$ cat src/rtl/systolic_ctrl.sv
// Tile sequencer for an N-lane bit-serial systolic array: fetches K activation/weight
// vectors from a 1-cycle-latency buffer and streams each one for `precision` bit-cycles.
module systolic_ctrl #(
  parameter int ACT_WIDTH = 16,
  parameter int N         = 2,
  parameter int K_MAX     = 16,
  parameter int DONE_TMO  = 64,
  localparam int AW       = (K_MAX > 1) ? $clog2(K_MAX) : 1
) (
  input  logic                   clk_i,
  input  logic                   rst_ni,
  input  logic                   start_i,
  input  logic [AW:0]            cfg_k_i,
  input  logic [3:0]             cfg_precision_i,
  input  logic [4:0]             cfg_exp_i,
  output logic                   act_rd_en_o,
  output logic [AW-1:0]          act_rd_addr_o,
  input  logic [N*ACT_WIDTH-1:0] act_rd_data_i,
  input  logic [N*8-1:0]         wgt_rd_data_i,
  output logic                   arr_active_o,
  output logic [N*ACT_WIDTH-1:0] arr_act_o,
  output logic [N-1:0]           arr_w_o,
  output logic [3:0]             arr_precision_o,
  output logic [4:0]             arr_exp_set_o,
  input  logic                   arr_done_i,
  output logic                   busy_o,
  output logic                   res_valid_o,
  input  logic                   res_ready_i,
  output logic                   err_o
);

  localparam int KW = AW + 1;
  localparam int TW = $clog2(DONE_TMO + 1);
  localparam int DW = N * ACT_WIDTH;
  localparam int WW = N * 8;

  localparam logic [2:0] S_IDLE   = 3'd0;
  localparam logic [2:0] S_FETCH  = 3'd1;
  localparam logic [2:0] S_STREAM = 3'd2;
  localparam logic [2:0] S_DRAIN  = 3'd3;
  localparam logic [2:0] S_RESULT = 3'd4;

  localparam logic [KW-1:0] K_MAX_V  = KW'(K_MAX);
  localparam logic [KW-1:0] K_ONE    = KW'(1);
  localparam logic [TW-1:0] TMO_LAST = TW'(DONE_TMO - 1);

  logic [2:0]    state_q, state_d;
  logic [KW-1:0] k_q, k_d;
  logic [3:0]    prec_q, prec_d;
  logic [4:0]    exp_q, exp_d;
  logic [KW-1:0] rd_ptr_q, rd_ptr_d;
  logic [3:0]    bit_cnt_q, bit_cnt_d;
  logic [KW-1:0] vec_cnt_q, vec_cnt_d;
  logic [TW-1:0] tmo_cnt_q, tmo_cnt_d;
  logic [DW-1:0] act_q, act_d;
  logic [WW-1:0] wsr_q, wsr_d;
  logic [DW-1:0] stage_act_q;
  logic [WW-1:0] stage_wgt_q;
  logic          rd_valid_q;
  logic          err_q, err_d;

  logic          cfg_legal;
  logic          rd_en;
  logic          last_bit;
  logic          last_vec;
  logic [DW-1:0] load_act;
  logic [WW-1:0] load_wgt;
  logic [WW-1:0] wsr_shift;

  assign cfg_legal = (cfg_k_i != '0) && (cfg_k_i <= K_MAX_V) &&
                     (cfg_precision_i != 4'd0) && (cfg_precision_i <= 4'd8);
  assign last_bit  = (bit_cnt_q == prec_q - 4'd1);
  assign last_vec  = (vec_cnt_q == k_q - K_ONE);

  // Data read in the previous cycle is taken straight from the bus; otherwise from staging.
  assign load_act = rd_valid_q ? act_rd_data_i : stage_act_q;
  assign load_wgt = rd_valid_q ? wgt_rd_data_i : stage_wgt_q;

  generate
    for (genvar gi = 0; gi < N; gi++) begin : g_lane
      assign wsr_shift[gi*8 +: 8] = {1'b0, wsr_q[gi*8+1 +: 7]};
      assign arr_w_o[gi]          = wsr_q[gi*8];
    end
  endgenerate

  always_comb begin
    state_d   = state_q;
    k_d       = k_q;
    prec_d    = prec_q;
    exp_d     = exp_q;
    rd_ptr_d  = rd_ptr_q;
    bit_cnt_d = bit_cnt_q;
    vec_cnt_d = vec_cnt_q;
    tmo_cnt_d = tmo_cnt_q;
    act_d     = act_q;
    wsr_d     = wsr_q;
    err_d     = 1'b0;
    rd_en     = 1'b0;
    case (state_q)
      S_IDLE: begin
        if (start_i) begin
          if (cfg_legal) begin
            rd_en    = 1'b1;
            k_d      = cfg_k_i;
            prec_d   = cfg_precision_i;
            exp_d    = cfg_exp_i;
            rd_ptr_d = K_ONE;
            state_d  = S_FETCH;
          end else begin
            err_d = 1'b1;
          end
        end
      end
      S_FETCH: begin
        rd_en = (rd_ptr_q < k_q);
        if (rd_en) rd_ptr_d = rd_ptr_q + K_ONE;
        act_d     = load_act;
        wsr_d     = load_wgt;
        bit_cnt_d = '0;
        vec_cnt_d = '0;
        state_d   = S_STREAM;
      end
      S_STREAM: begin
        if (last_bit) begin
          bit_cnt_d = '0;
          if (last_vec) begin
            act_d     = '0;
            wsr_d     = '0;
            rd_ptr_d  = '0;
            tmo_cnt_d = '0;
            state_d   = S_DRAIN;
          end else begin
            // Prefetch one vector ahead while the next one is loaded.
            rd_en = (rd_ptr_q < k_q);
            if (rd_en) rd_ptr_d = rd_ptr_q + K_ONE;
            act_d     = load_act;
            wsr_d     = load_wgt;
            vec_cnt_d = vec_cnt_q + K_ONE;
          end
        end else begin
          bit_cnt_d = bit_cnt_q + 4'd1;
          wsr_d     = wsr_shift;
        end
      end
      S_DRAIN: begin
        if (arr_done_i) begin
          state_d = S_RESULT;
        end else if (tmo_cnt_q == TMO_LAST) begin
          err_d   = 1'b1;
          state_d = S_IDLE;
        end else begin
          tmo_cnt_d = tmo_cnt_q + TW'(1);
        end
      end
      S_RESULT: begin
        if (res_ready_i) state_d = S_IDLE;
      end
      default: state_d = S_IDLE;
    endcase
  end

  always_ff @(posedge clk_i or negedge rst_ni) begin
    if (!rst_ni) begin
      state_q     <= S_IDLE;
      k_q         <= '0;
      prec_q      <= '0;
      exp_q       <= '0;
      rd_ptr_q    <= '0;
      bit_cnt_q   <= '0;
      vec_cnt_q   <= '0;
      tmo_cnt_q   <= '0;
      act_q       <= '0;
      wsr_q       <= '0;
      stage_act_q <= '0;
      stage_wgt_q <= '0;
      rd_valid_q  <= 1'b0;
      err_q       <= 1'b0;
    end else begin
      state_q    <= state_d;
      k_q        <= k_d;
      prec_q     <= prec_d;
      exp_q      <= exp_d;
      rd_ptr_q   <= rd_ptr_d;
      bit_cnt_q  <= bit_cnt_d;
      vec_cnt_q  <= vec_cnt_d;
      tmo_cnt_q  <= tmo_cnt_d;
      act_q      <= act_d;
      wsr_q      <= wsr_d;
      rd_valid_q <= rd_en;
      err_q      <= err_d;
      if (rd_valid_q) begin
        stage_act_q <= act_rd_data_i;
        stage_wgt_q <= wgt_rd_data_i;
      end
    end
  end

  assign act_rd_en_o     = rd_en;
  assign act_rd_addr_o   = rd_en ? rd_ptr_q[AW-1:0] : '0;
  assign busy_o          = (state_q != S_IDLE);
  assign res_valid_o     = (state_q == S_RESULT);
  assign arr_active_o    = (state_q == S_STREAM);
  assign arr_act_o       = act_q;
  assign arr_precision_o = busy_o ? prec_q : 4'd0;
  assign arr_exp_set_o   = busy_o ? exp_q : 5'd0;
  assign err_o           = err_q;

endmodule

$ cat config.mk
export PLATFORM = sky130hd
export DESIGN_NAME = systolic_ctrl
export DESIGN_NICKNAME = d
export VERILOG_FILES = /design/src/rtl/systolic_ctrl.sv
export SDC_FILE = /design/constraint.sdc
export NUM_CORES = 1
export LEC_CHECK = 0
export CAP_MARGIN = 30
export CORE_AREA = 2 2 107 109
export DETAILED_ROUTE_END_ITERATION = 8
export DIE_AREA = 0 0 109 111
export HOLD_SLACK_MARGIN = 0.15
export PLACE_DENSITY = 0.89
export SYNTH_ARGS = -nofsm -noshare
export SYNTH_HDL_FRONTEND = slang
export SYNTH_SLANG_ARGS = --single-unit
export TNS_END_PERCENT = 100
$ cat constraint.sdc
create_clock -name clk_i -period 5.89 [get_ports clk_i]
set_input_delay 0.8835 -clock clk_i [delete_from_list [all_inputs] [get_ports clk_i]]
set_output_delay 0.8835 -clock clk_i [all_outputs]
set_load 0.05 [all_outputs]
==> flow_metrics.py, run 1 <==
metrics = {
    "status": {
        "outcome": "finished clean",
    },
    "route": {
        "drt-wirelength-per-cell_um": 18.6,
        "drcViolationCount": 0,
        "via_per_inst": 5.78,
        "wl_um": 13700,
        "dr.pass1.iters": 6,
        "drt_iter0_drc": 311,
        "dr_total_vias": 4252,
        "antenna_left": 0,
    },
    "timing": {
        "relSlewSlack": 0.411,
        "fin_crit_sh": 0.805,
        "fin_tns_setup_ns": 0,
        "finalHoldViolCount": 0,
        "clock_skew_ns": 0.00882,
        "worstMarginPinSlew_ns": 0.884,
        "timing.final.ws_setup_ns": 1.15,
        "maxSlewViolCount": 0,
        "rsz0062_at_grt": "no",
        "fin_crit_ns": 4.74,
        "setup_viol": 0,
        "max_freq_mhz": 211,
        "whs_ns": 0.407,
    },
    "layout": {
        "syn_to_final_growth_pct": 33.5,
        "seq_area_um2": 3400,
        "multi_input_comb_area_um2": 2320,
        "drive_gt1_frac": 0.189,
        "final_cell_mix": "135 x dfrtp_1, 117 x clkdlybuf4s50_1, 65 x mux2_2",
        "final_area_um2": 7840,
        "final_nets": 657,
        "layout_commonest_cell": "dfrtp_1",
        "nFillCells": 751,
        "finish.utilization": 0.708,
        "instances_no_fill": 736,
        "num_antenna_cells": 0,
    },
    "clocking": {
        "path_clk_slew_ns": 0.05,
        "clockRootBuffer": "clkbuf_16",
        "cts_sinks": 136,
        "cts_tree": "done",
        "insertion_delay_ns": 0.42,
        "cts_made_buffers": 17,
        "clk_path_buf_depth": 2,
        "cts_htree_levels": 4,
        "hold_buffers": 0,
        "ctsResizeCount": 0,
        "postCtsSetupRepairBufs": 0,
    },
    "critical_path": {
        "max_stage_delay_ns": 0.84,
        "crit_chain": "clkdlybuf4s50_1, nor4_1, xnor2_1, nand4_1, nand2_1, nand2_1, a31oi_1, clkdlybuf4s50_1",
        "critPathTopFamily": "simple AND/OR/NAND/NOR gates",
        "setup.worst_path.class": "primary input to output pin",
        "slowest_stage": "clkdlybuf4s50_1",
        "cp_data_arrival_time_ns": 3.86,
        "path_buf_inv": 2,
        "cp_max_fo": 12,
        "crit_required_ns": 5.01,
        "end_kind": "output pin",
        "cp-start-kind": "primary input",
    },
    "floorplanning": {
        "die_w_um": 109,
        "num_rows": 39,
        "fp.dieH_um": 111,
        "core_um2": 11100,
        "initial_utilization": 0.531,
        "io_pins": 119,
        "die_area_um2": 12100,
    },
    "synth": {
        "ys_seq_area_frac": 0.579,
        "synthFlopType": "dfrtp_1",
        "synth_edf_count": 0,
        "yosys_warnings": 0,
        "async_flop_share": 1.00,
        "syn_area_per_cell_um2": 12.7,
        "synth_seq_cells": 136,
        "synthCells": 463,
        "syn_nets": 540,
        "ys_types": 48,
        "syn_area_um2": 5880,
    },
    "run": {
        "max_cap_viol_count": 0,
    },
    "global_routing": {
        "grt_antenna_before_repair": 0,
        "grt_pass1_vias": 4587,
        "grt_pass1_wl_um": 22500,
        "overflow": 0,
        "grt_max_degree": 58,
        "grt_usage": 0.240,
    },
    "power_and_ir_drop": {
        "p_leak_nw": 3.44,
        "power.density_nw_per_um2": 367,
        "power_mw": 2.88,
        "irDropWorstVdd_v": 0.000214,
    },
    "placed_design": {
        "place_ws_ns": 1.19,
        "gp_congestion": 0.805,
        "portBuffers": 118,
        "dpl-instance-area_um2": 7210,
        "dp.cells": 704,
        "hpwl_um": 8940,
    },
    "hold_path": {
        "hp-class": "primary input to asynchronous set/reset pin",
    },
}
==> worst reg2reg max path: stages (launching register included) <==
cell     delay (ns)
dfrtp_1        0.41
inv_1          0.08
ha_1           0.21
xnor3_1        0.32
and3_2         0.21
a21oi_1        0.32
buf_4          0.32
or2_2          0.64
nor3_1         0.11
nor3_1         0.20
==> path summary, 6_finish.rpt <==
path,start,to,slack [ns],cells past startpoint
min in group clk_i,stage_wgt_q[9],stage_wgt_q[9],0.50,1
worst min register to register,stage_wgt_q[9],stage_wgt_q[9],0.50,1
worst min-delay path,rst_ni,k_q[3],0.41,1
worst max-delay path,cfg_k_i[1],act_rd_addr_o[2],1.15,8
max in group asynchronous,rst_ni,stage_act_q[27],4.19,3
worst max register to register,prec_q[0],rd_ptr_q[0],2.98,9
==> Yosys cell counts, types with 2 or more instances <==
cell,n,area (um^2)
dfrtp_1,136,3400
mux2_2,65,732
a22o_1,50,438
nand2_1,19,71.3
a21o_1,17,128
clkbuf_1,14,52.6
inv_1,14,52.6
a31oi_1,12,75.1
nor2_1,12,45.0
o21ai_0,12,60.1
ha_1,10,125
nor3_1,10,50.1
a21oi_1,9,45.0
buf_2,9,45.0
nand3_1,9,45.0
and2_1,8,50.1
xor2_1,7,61.3
nand2b_1,5,31.3
xnor2_1,5,43.8
or3_1,4,25.0
nand4_1,3,18.8
o211ai_1,3,22.5
a21boi_0,2,15.0
and3_2,2,15.0
buf_4,2,15.0
mux2i_1,2,20.0
==> final cells by class <==
type | count | share of cell area
Clock buffer | 19 | 0.0565
Clock inverter | 13 | 0.0246
Multi-Input combinational cell | 287 | 0.295
Tap cell | 143 | 0.0228
Inverter | 14 | 0.00670
Timing Repair Buffer | 124 | 0.160
Sequential cell | 136 | 0.434
==> cells by family after synthesis <==
logic type      synth area share
mux                        0.128
xor+xnor                  0.0217
fa+ha+maj                 0.0213
buf+inv                   0.0287
flops                      0.579
compound gates             0.146
simple gates              0.0752
==> per-layer routing <==
layer / vias to the layer above / part of all wire / global-route usage
li1: 1918 / - / -
met1: 2141 / 0.41 / 0.297
met2: 169 / 0.49 / 0.394
met3: 24 / 0.078 / 0.0676
met4: 0 / 0.018 / 0.0923
met5: - / 0 / 0
==> power breakdown <==
part	leakage [nW]	switching, mW	internal (mW)	total, mW
Sequential	1.65	0.0776	1.10	1.18
Combinational	1.49	0.312	0.260	0.571
Clock	0.299	0.406	0.725	1.13
Total	3.44	0.796	2.08	2.88
==> sequential cells by signal (all words and copies together), names as in the netlist <==
signal	flops
stage_wgt_q	16
vec_cnt_q	5
arr_act_o	32
err_o	1
rd_valid_q	1
state_q	3
wsr_q	16
tmo_cnt_q	7
prec_q	4
exp_q	5
stage_act_q	32
bit_cnt_q	4
k_q	5
rd_ptr_q	5
No activity file was read; power rests on OpenSTA's default activity.
==> run 2: changes to the inputs <==
--- a/config.mk
+++ b/config.mk
@@ -6,11 +6,11 @@
 export NUM_CORES = 1
 export LEC_CHECK = 0
 export CAP_MARGIN = 30
-export CORE_AREA = 2 2 107 109
+export CORE_AREA = 2 2 117 119
 export DETAILED_ROUTE_END_ITERATION = 8
-export DIE_AREA = 0 0 109 111
+export DIE_AREA = 0 0 119 121
 export HOLD_SLACK_MARGIN = 0.15
-export PLACE_DENSITY = 0.89
+export PLACE_DENSITY = 0.8
 export SYNTH_ARGS = -nofsm -noshare
 export SYNTH_HDL_FRONTEND = slang
 export SYNTH_SLANG_ARGS = --single-unit
==> constraint.sdc (replaced) <==
create_clock -name clk_i -period 4.1 [get_ports clk_i]
set_input_delay 0.615 -clock clk_i [delete_from_list [all_inputs] [get_ports clk_i]]
set_output_delay 0.615 -clock clk_i [all_outputs]
set_load 0.05 [all_outputs]
==> run 2 against run 1 <==
Compared with the run above: final cell count rose by 4.8%; worst setup slack got worse by 0.69 ns; register-to-register slack got worse by 1.7 ns; sequential share of layout area fell by 0.46 points; worst hold slack improved by 0.087 ns; critical path depth rose by 1; clock skew fell by 0.0029 ns; wire length fell by 5.2%; die area rose by 19%; first-iteration DRC count rose by 25%; power rose by 40%.
==> flow_metrics.py, run 2 (synthesized netlist as in run 1, its figures left out) <==
metrics = {
    "critical_path": {
        "max_stage_delay_ns": 0.49,
        "crit_required_ns": 3.48,
        "cp-start-kind": "flip-flop",
        "crit_chain": "inv_1, ha_1, and2_1, a211o_1, a21o_1, a21oi_1, nand2_1, a31oi_1, buf_12",
        "cp_max_fo": 6,
        "slowest_stage": "a21oi_1",
        "setup.worst_path.class": "flip-flop to output pin",
        "end_kind": "output pin",
        "cp_data_arrival_time_ns": 3.02,
    },
    "floorplanning": {
        "die_area_um2": 14400,
        "core_um2": 13100,
        "initial_utilization": 0.449,
        "io_pins": 119,
        "num_rows": 42,
        "die_w_um": 119,
        "fp.dieH_um": 121,
    },
    "route": {
        "via_per_inst": 5.36,
        "dr_total_vias": 4135,
        "drt-wirelength-per-cell_um": 16.8,
        "wl_um": 12900,
        "dr.pass1.iters": 4,
        "antenna_left": 0,
        "drcViolationCount": 0,
        "drt_iter0_drc": 389,
    },
    "clocking": {
        "cts_tree": "done",
        "cts_htree_levels": 4,
        "clk_path_buf_depth": 2,
        "clockRootBuffer": "clkbuf_16",
        "cts_sinks": 136,
        "cts_made_buffers": 17,
        "insertion_delay_ns": 0.42,
        "path_clk_slew_ns": 0.06,
    },
    "hold_path": {
        "hp-class": "flip-flop to flip-flop",
    },
    "layout": {
        "final_nets": 659,
        "drive_gt1_frac": 0.202,
        "seq_area_um2": 3400,
        "instances_no_fill": 771,
        "multi_input_comb_area_um2": 2320,
        "final_cell_mix": "135 x dfrtp_1, 112 x clkdlybuf4s50_1, 65 x mux2_2",
        "syn_to_final_growth_pct": 34.9,
        "nFillCells": 1000,
        "num_antenna_cells": 0,
        "layout_commonest_cell": "dfrtp_1",
        "finish.utilization": 0.606,
    },
    "timing": {
        "setup_viol": 0,
        "fin_tns_setup_ns": 0,
        "max_freq_mhz": 275,
        "fin_crit_ns": 3.64,
        "clock_skew_ns": 0.00590,
        "maxSlewViolCount": 0,
        "fin_crit_sh": 0.888,
        "rsz0062_at_grt": "no",
        "finalHoldViolCount": 0,
        "whs_ns": 0.494,
        "worstMarginPinSlew_ns": 0.843,
        "relSlewSlack": 0.438,
    },
    "global_routing": {
        "grt_pass1_vias": 4256,
        "grt_usage": 0.190,
        "grt_pass1_wl_um": 21500,
        "overflow": 0,
        "grt_antenna_before_repair": 0,
        "grt_max_degree": 112,
    },
    "placed_design": {
        "hpwl_um": 8600,
        "portBuffers": 118,
        "gp_congestion": 0.807,
        "dp.cells": 737,
    },
    "power_and_ir_drop": {
        "power.density_nw_per_um2": 508,
        "p_leak_nw": 3.47,
        "irDropWorstVdd_v": 0.000253,
    },
    "run": {
        "max_cap_viol_count": 0,
    },
    "status": {
        "outcome": "finished clean",
    },
}
## run 2: cell types whose count changed in the layout (fill, tap and decap cells not counted), sizes merged
cell and change:
clkbuf -1, dlygate4sd3 +1, bufinv -2, clkinvlp -1
clkdlybuf4s50 -5, clkinv +3, inv +1, buf +6
## run 2: cell type report
| cell class | instances | share of cell area |
|---|---|---|
| inverters | 14 | 0.00663 |
| clock buffers | 18 | 0.0554 |
| repair buffers | 126 | 0.167 |
| multi-input cells | 287 | 0.293 |
| well taps | 176 | 0.0278 |
| flip-flops and latches | 136 | 0.429 |
| clock inverters | 14 | 0.0207 |
## run 2: worst paths after layout
kind,startpoint,end,slack [ns],cells after the start
worst min-delay path,stage_act_q[18],stage_act_q[18],0.49,1
max in group asynchronous,rst_ni,arr_act_o[6],2.51,4
worst min register to register,stage_act_q[18],stage_act_q[18],0.49,1
min in group asynchronous,rst_ni,arr_act_o[19],0.57,2
worst max register to register,prec_q[0],rd_ptr_q[0],1.33,9
worst max-delay path,k_q[0],act_rd_addr_o[1],0.46,9
## run 2: metrics by stage
step / cell area (um^2) / power, mW / setup slack [ns]
3_5_place_dp: 7290 / 2.52 / 0.671
4_1_cts: 7890 / 4.07 / 0.465
2_1_floorplan: 5880 / 2.21 / 0.668
6_report: 7930 / 4.03 / 0.460
5_1_grt: 7930 / 4.21 / 0.269
3_3_place_gp: 7270 / 2.48 / 0.795
## run 2: worst max-delay path, delay by kind of cell, from the launching register on
kind	cells	cell delay (ns)
AO/OA/AOI/OAI	4	1.31
adder cells (fa/ha/maj)	1	0.21
buffers and inverters	2	0.24
flip-flops	1	0.42
AND/OR/NAND/NOR	2	0.43
## run 2: routing by layer
metal / vias up / share of wire / track usage
met5: - / 0 / 0
met4: 0 / 0.017 / 0.0744
met3: 21 / 0.060 / 0.0526
met2: 131 / 0.47 / 0.298
met1: 2057 / 0.45 / 0.253
li1: 1926 / - / -
## run 2: repair_timing
item	4_1_cts	5_1_grt
setup endpoints to repair	0	0
setup buffers	0	0
resized for setup	0	0
hold endpoints to repair	0	10
hold buffers	0	1
## run 2: power breakdown
group,internal (mW),switching [mW]
clock,0.925,0.614
sequential,1.58,0.105
combinational,0.372,0.435
total,2.87,1.15
==> patch 1, RTL diff (flow settings as in run 1) <==
The output `err_o` loses its register stage (`err_q` becomes a continuous assignment).
--- a/src/rtl/systolic_ctrl.sv
+++ b/src/rtl/systolic_ctrl.sv
@@ -174,7 +174,6 @@
       stage_act_q <= '0;
       stage_wgt_q <= '0;
       rd_valid_q  <= 1'b0;
-      err_q       <= 1'b0;
     end else begin
       state_q    <= state_d;
       k_q        <= k_d;
@@ -187,13 +186,14 @@
       act_q      <= act_d;
       wsr_q      <= wsr_d;
       rd_valid_q <= rd_en;
-      err_q      <= err_d;
       if (rd_valid_q) begin
         stage_act_q <= act_rd_data_i;
         stage_wgt_q <= wgt_rd_data_i;
       end
     end
   end
+
+  assign err_q = err_d;
 
   assign act_rd_en_o     = rd_en;
   assign act_rd_addr_o   = rd_en ? rd_ptr_q[AW-1:0] : '0;
Check against the original RTL: not equivalent (a bounded check fails within 4 cycles, from zero or initial values and one cycle with rst_ni low).
==> patch 1 against run 1 <==
Worst hold slack improved by 0.048 ns. Setup slack got worse by 0.23 ns. Register-to-register slack gained 0.10 ns. Die area stayed put. Sequential cell count fell by 1. Critical endpoint is now act_rd_addr_o[1]. Area after synthesis shrank 0.38%. Design area is 0.89% lower. Power fell by 2.9%. Routed wire length shrank 1.2%. Critical path type unchanged.
==> patch 1: results (changes against run 1) <==
| Metric | Value |
|---|---|
| Syn Nets | `539 (was 540)` |
| Clock Path Buffers | `2 (unchanged)` |
| Total power | `0.00280 W (was 0.00288 W)` |
| Final Wtd Congestion | `0.831 (was 0.805)` |
| Dpl ws | `0.935 ns (was 1.19 ns)` |
| Leading post-synthesis cells by cell area | `dfrtp_1, mux2_2, a22o_1 (unchanged)` |
| CTS buffer count | `17 (unchanged)` |
| Clock-pin slew on the worst setup and hold paths | `0.06 ns` |
| Status | `completed (unchanged)` |
| Largest net degree at the start of global routing | `70 (was 58)` |
| Comb group | `0.000547 W (was 0.000571 W)` |
| Synth cell count leaders | `dfrtp_1, mux2_2, a22o_1, nand2_1, clkbuf_1 (was dfrtp_1, mux2_2, a22o_1, nand2_1, a21o_1)` |
| Compound-Gate Fraction of Synth Area | `14.4% (was 14.6%)` |
| Routed length on met3 | `609 um (was 1070 um)` |
| Grt met2 use | `40.9% (was 39.4%)` |
| # diodes | `0 (unchanged)` |
| Number of H-tree levels | `4 (unchanged)` |
| Switching Share | `28.0% (was 27.6%)` |
| Seq/Total Area, Yosys | `57.7% (was 57.9%)` |
| XOR/XNOR Fraction of Synth Area | `2.31% (was 2.17%)` |
| Met3 Use GR | `6.06% (was 6.76%)` |
| Synth unique cells | `51 (was 48)` |
| Gr usage total | `23.9% (was 24.0%)` |
| Met1 Resource Use GR | `28.8% (was 29.7%)` |
| Dpl cells | `701 (was 704)` |
| Leak pwr | `3.38 nW (was 3.44 nW)` |
| Largest family of logic cells by synthesized area | `compound AO/OA/AOI/OAI gates (unchanged)` |
| Adder-Cell Fraction of Synth Area | `2.14% (was 2.13%)` |
| Synth warn | `0 (unchanged)` |
| Nets | `654 (was 657)` |
| Sequential power share | `41.4% (was 40.8%)` |
| Worst Tran Pin Value | `0.868 ns (was 0.884 ns)` |
| Worst vdd ir | `0.223 mV (was 0.214 mV)` |
| Placed cell areas | `7160 um^2 (was 7210 um^2)` |
| Via/cell ratio | `5.70 (was 5.78)` |
| Detail Route met2 WL | `7210 um (was 6750 um)` |
| DRT iter0 DRCs | `260 (was 311)` |
| R2R Path Start | `prec_q[0] (unchanged)` |
| Fill cells | `768 (was 751)` |
| Wl on met1 | `5420 um (was 5590 um)` |
| HPWL Detailed | `8920 um (was 8940 um)` |
| Post-Layout Cell Count | `733 (was 736)` |
| Crit-path max FO | `21 (was 12)` |
| Post-CTS sizing | `0 (unchanged)` |
| Pre-antenna DRT Iters | `5 (was 6)` |
| Mux contribution to synthesized area | `12.8% (about the same)` |
| Mapped Cells | `462 (was 463)` |
| PortBufs | `118 (unchanged)` |
| Post-layout util | `70.2% (was 70.8%)` |
| Global-route wire length before repair | `22000 um (was 22500 um)` |
| Share of cells above drive strength 1 | `17.5% (was 18.9%)` |
| Worst Path Arrival | `4.08 ns (was 3.86 ns)` |
| Wire length per cell | `18.4 um (was 18.6 um)` |
| Clock Skews | `0.0107 ns (was 0.00882 ns)` |
| Vias in the first global route | `4461 (was 4587)` |
| Launch point of the critical path | `cfg_k_i[0] (was cfg_k_i[1])` |
patch 1: critical path: stages:
cell and delay, ns:
clkdlybuf4s50_1 0.43, nor4_1 0.43, xnor2_1 0.24, or3b_1 0.74, nand2_1 0.27, nand2_1 0.07
a31oi_1 0.16, clkdlybuf4s50_1 0.84
patch 1: path summary, 6_finish.rpt:
path	slack (ns)	depth (start not counted)	endpoint
min in group clk_i	0.48	1	exp_q[0]
min reg2reg	0.48	1	exp_q[0]
min	0.46	1	exp_q[4]
max reg2reg	3.08	7	rd_ptr_q[3]
max in group asynchronous	4.17	2	arr_act_o[21]
max	0.93	8	act_rd_addr_o[1]
patch 1: layout make-up:
| class | instances | share of cell area, % |
|---|---|---|
| Inverter | 13 | 0.628 |
| Multi-Input combinational cell | 288 | 30.0 |
| Tap cell | 143 | 2.30 |
| Clock buffer | 20 | 5.75 |
| Sequential cell | 135 | 43.5 |
| Clock inverter | 12 | 2.12 |
| Timing Repair Buffer | 122 | 15.8 |
==> patch 2, RTL diff (config.mk and constraints of run 1) <==
Made on the original files. Set the parameter `DONE_TMO` to 32 (it was 64).
--- a/src/rtl/systolic_ctrl.sv
+++ b/src/rtl/systolic_ctrl.sv
@@ -4,7 +4,7 @@
   parameter int ACT_WIDTH = 16,
   parameter int N         = 2,
   parameter int K_MAX     = 16,
-  parameter int DONE_TMO  = 64,
+  parameter int DONE_TMO  = 32,
   localparam int AW       = (K_MAX > 1) ? $clog2(K_MAX) : 1
 ) (
   input  logic                   clk_i,
Check against the original RTL: same outputs for any inputs over 4 cycles, from zero or initial values and one cycle with rst_ni low; that may be too few to reach the edited logic, so the function may still have changed.
==> patch 2 against run 1 <==
Clock skew shrank 0.0014 ns. Fmax rose by 4.5%. Setup slack improved by 0.20 ns. Routed wire length shrank 6.0%. Design area decreased by 1.8%. Area after synthesis is 1.4% lower. Core utilization shrank 1.3 points. Sequential cell count fell by 1. Count of clock-buffer cells in the layout did not move. Highest routed layer unchanged.
Power is not compared: it rests on default switching activity, and its combinational part moved more than twofold at a synthesized area within 25%.
==> patch 2: results (changes against run 1) <==
| Metric | Value |
|---|---|
| Status | `completed (unchanged)` |
| Wl on met1 | `5230 um (was 5590 um)` |
| Mapped Cells | `452 (was 463)` |
| Worst Tran Pin Value | `0.927 ns (was 0.884 ns)` |
| Placed cell areas | `7090 um^2 (was 7210 um^2)` |
| Seq/Total Area, Yosys | `58.3% (was 57.9%)` |
| Dpl cells | `695 (was 704)` |
| Wire length per cell | `17.6 um (was 18.6 um)` |
| PortBufs | `118 (unchanged)` |
| Ys flop type | `dfrtp_1 (unchanged)` |
| Largest net degree at the start of global routing | `76 (was 58)` |
| P_seq | `0.00154 W` |
| CTS buffer count | `17 (unchanged)` |
| Non-clock buffer share | `16.1% (was 16.0%)` |
| Largest delay share family, worst path | `buffers and inverters (was simple AND/OR/NAND/NOR gates)` |
| Slowest stage delay, CP | `0.80 ns (was 0.84 ns)` |
| Met1 Resource Use GR | `28.5% (was 29.7%)` |
| Via/cell ratio | `5.52 (was 5.78)` |
| Clock network area share | `7.78% (was 8.10%)` |
| TritonCTS Sinks | `135 (was 136)` |
| Synth unique cells | `49 (was 48)` |
| Nets | `649 (was 657)` |
| Multi-input logic portion of the cell area | `29.1% (was 29.5%)` |
| Switching Share | `39.4%` |
| Clock Skews | `0.00741 ns (was 0.00882 ns)` |
| Worst Path Arrival | `3.65 ns (was 3.86 ns)` |
| Fill cells | `771 (was 751)` |
| Inverter count | `17 (was 14)` |
| Leading post-synthesis cells by cell area | `dfrtp_1, mux2_2, a22o_1 (unchanged)` |
| Met3 Use GR | `4.59% (was 6.76%)` |
| Clkbuf count | `19 (unchanged)` |
| Synth warn | `0 (unchanged)` |
| Dpl ws | `1.51 ns (was 1.19 ns)` |
| Global-route wire length before repair | `21600 um (was 22500 um)` |
| Pre-antenna DRT Iters | `4 (was 6)` |
| Gr usage total | `23.0% (was 24.0%)` |
| Seq/total area | `43.9% (was 43.4%)` |
| Syn Nets | `529 (was 540)` |
| Worst Hold Class | `reg2reg (was in2async)` |
| Top Consumer | `combinational cells` |
| Synth cell count leaders | `dfrtp_1, mux2_2, a22o_1, nand2_1, a21o_1 (unchanged)` |
| WL final | `12800 um (was 13700 um)` |
| Vias in the first global route | `4328 (was 4587)` |
| Routed length on met3 | `532 um (was 1070 um)` |
| Multi-In Gates | `277 (was 287)` |
| Final Wtd Congestion | `0.882 (was 0.805)` |
| Highest routed metal layer | `met4 (unchanged)` |
| DRT iter0 DRCs | `226 (was 311)` |
| Crit-path max FO | `6 (was 12)` |
| HPWL Detailed | `8640 um (was 8940 um)` |
| Detail Route met2 WL | `6830 um (was 6750 um)` |
| Share of cells above drive strength 1 | `18.5% (was 18.9%)` |
| WS Path Type | `reg2out (was in2out)` |
| Grt met2 use | `39.2% (was 39.4%)` |
patch 2: kinds of logic (layout without fill, tap and decap cells):
kind of cell | count (synthesis) | in the layout | share of synthesized area, %
AO/OA/AOI/OAI | 105 | 105 | 14.3
XOR/XNOR | 18 | 18 | 2.72
AND/OR/NAND/NOR | 82 | 82 | 7.32
multiplexers | 62 | 62 | 12.1
buffers and inverters | 40 | 173 | 3.15
adder cells (fa/ha/maj) | 10 | 10 | 2.16
flip-flops | 135 | 135 | 58.3
patch 2: worst paths after layout:
path / from / endpoint / slack, ns / depth (start not counted)
worst max-delay path: prec_q[0] / act_rd_addr_o[0] / 1.35 / 9
worst min-delay path: stage_act_q[4] / stage_act_q[4] / 0.50 / 1
worst max register to register: prec_q[0] / arr_act_o[25] / 3.15 / 8
worst min register to register: stage_act_q[4] / stage_act_q[4] / 0.50 / 1
max in group asynchronous: rst_ni / bit_cnt_q[1] / 3.98 / 2
min in group asynchronous: rst_ni / stage_act_q[17] / 0.61 / 1
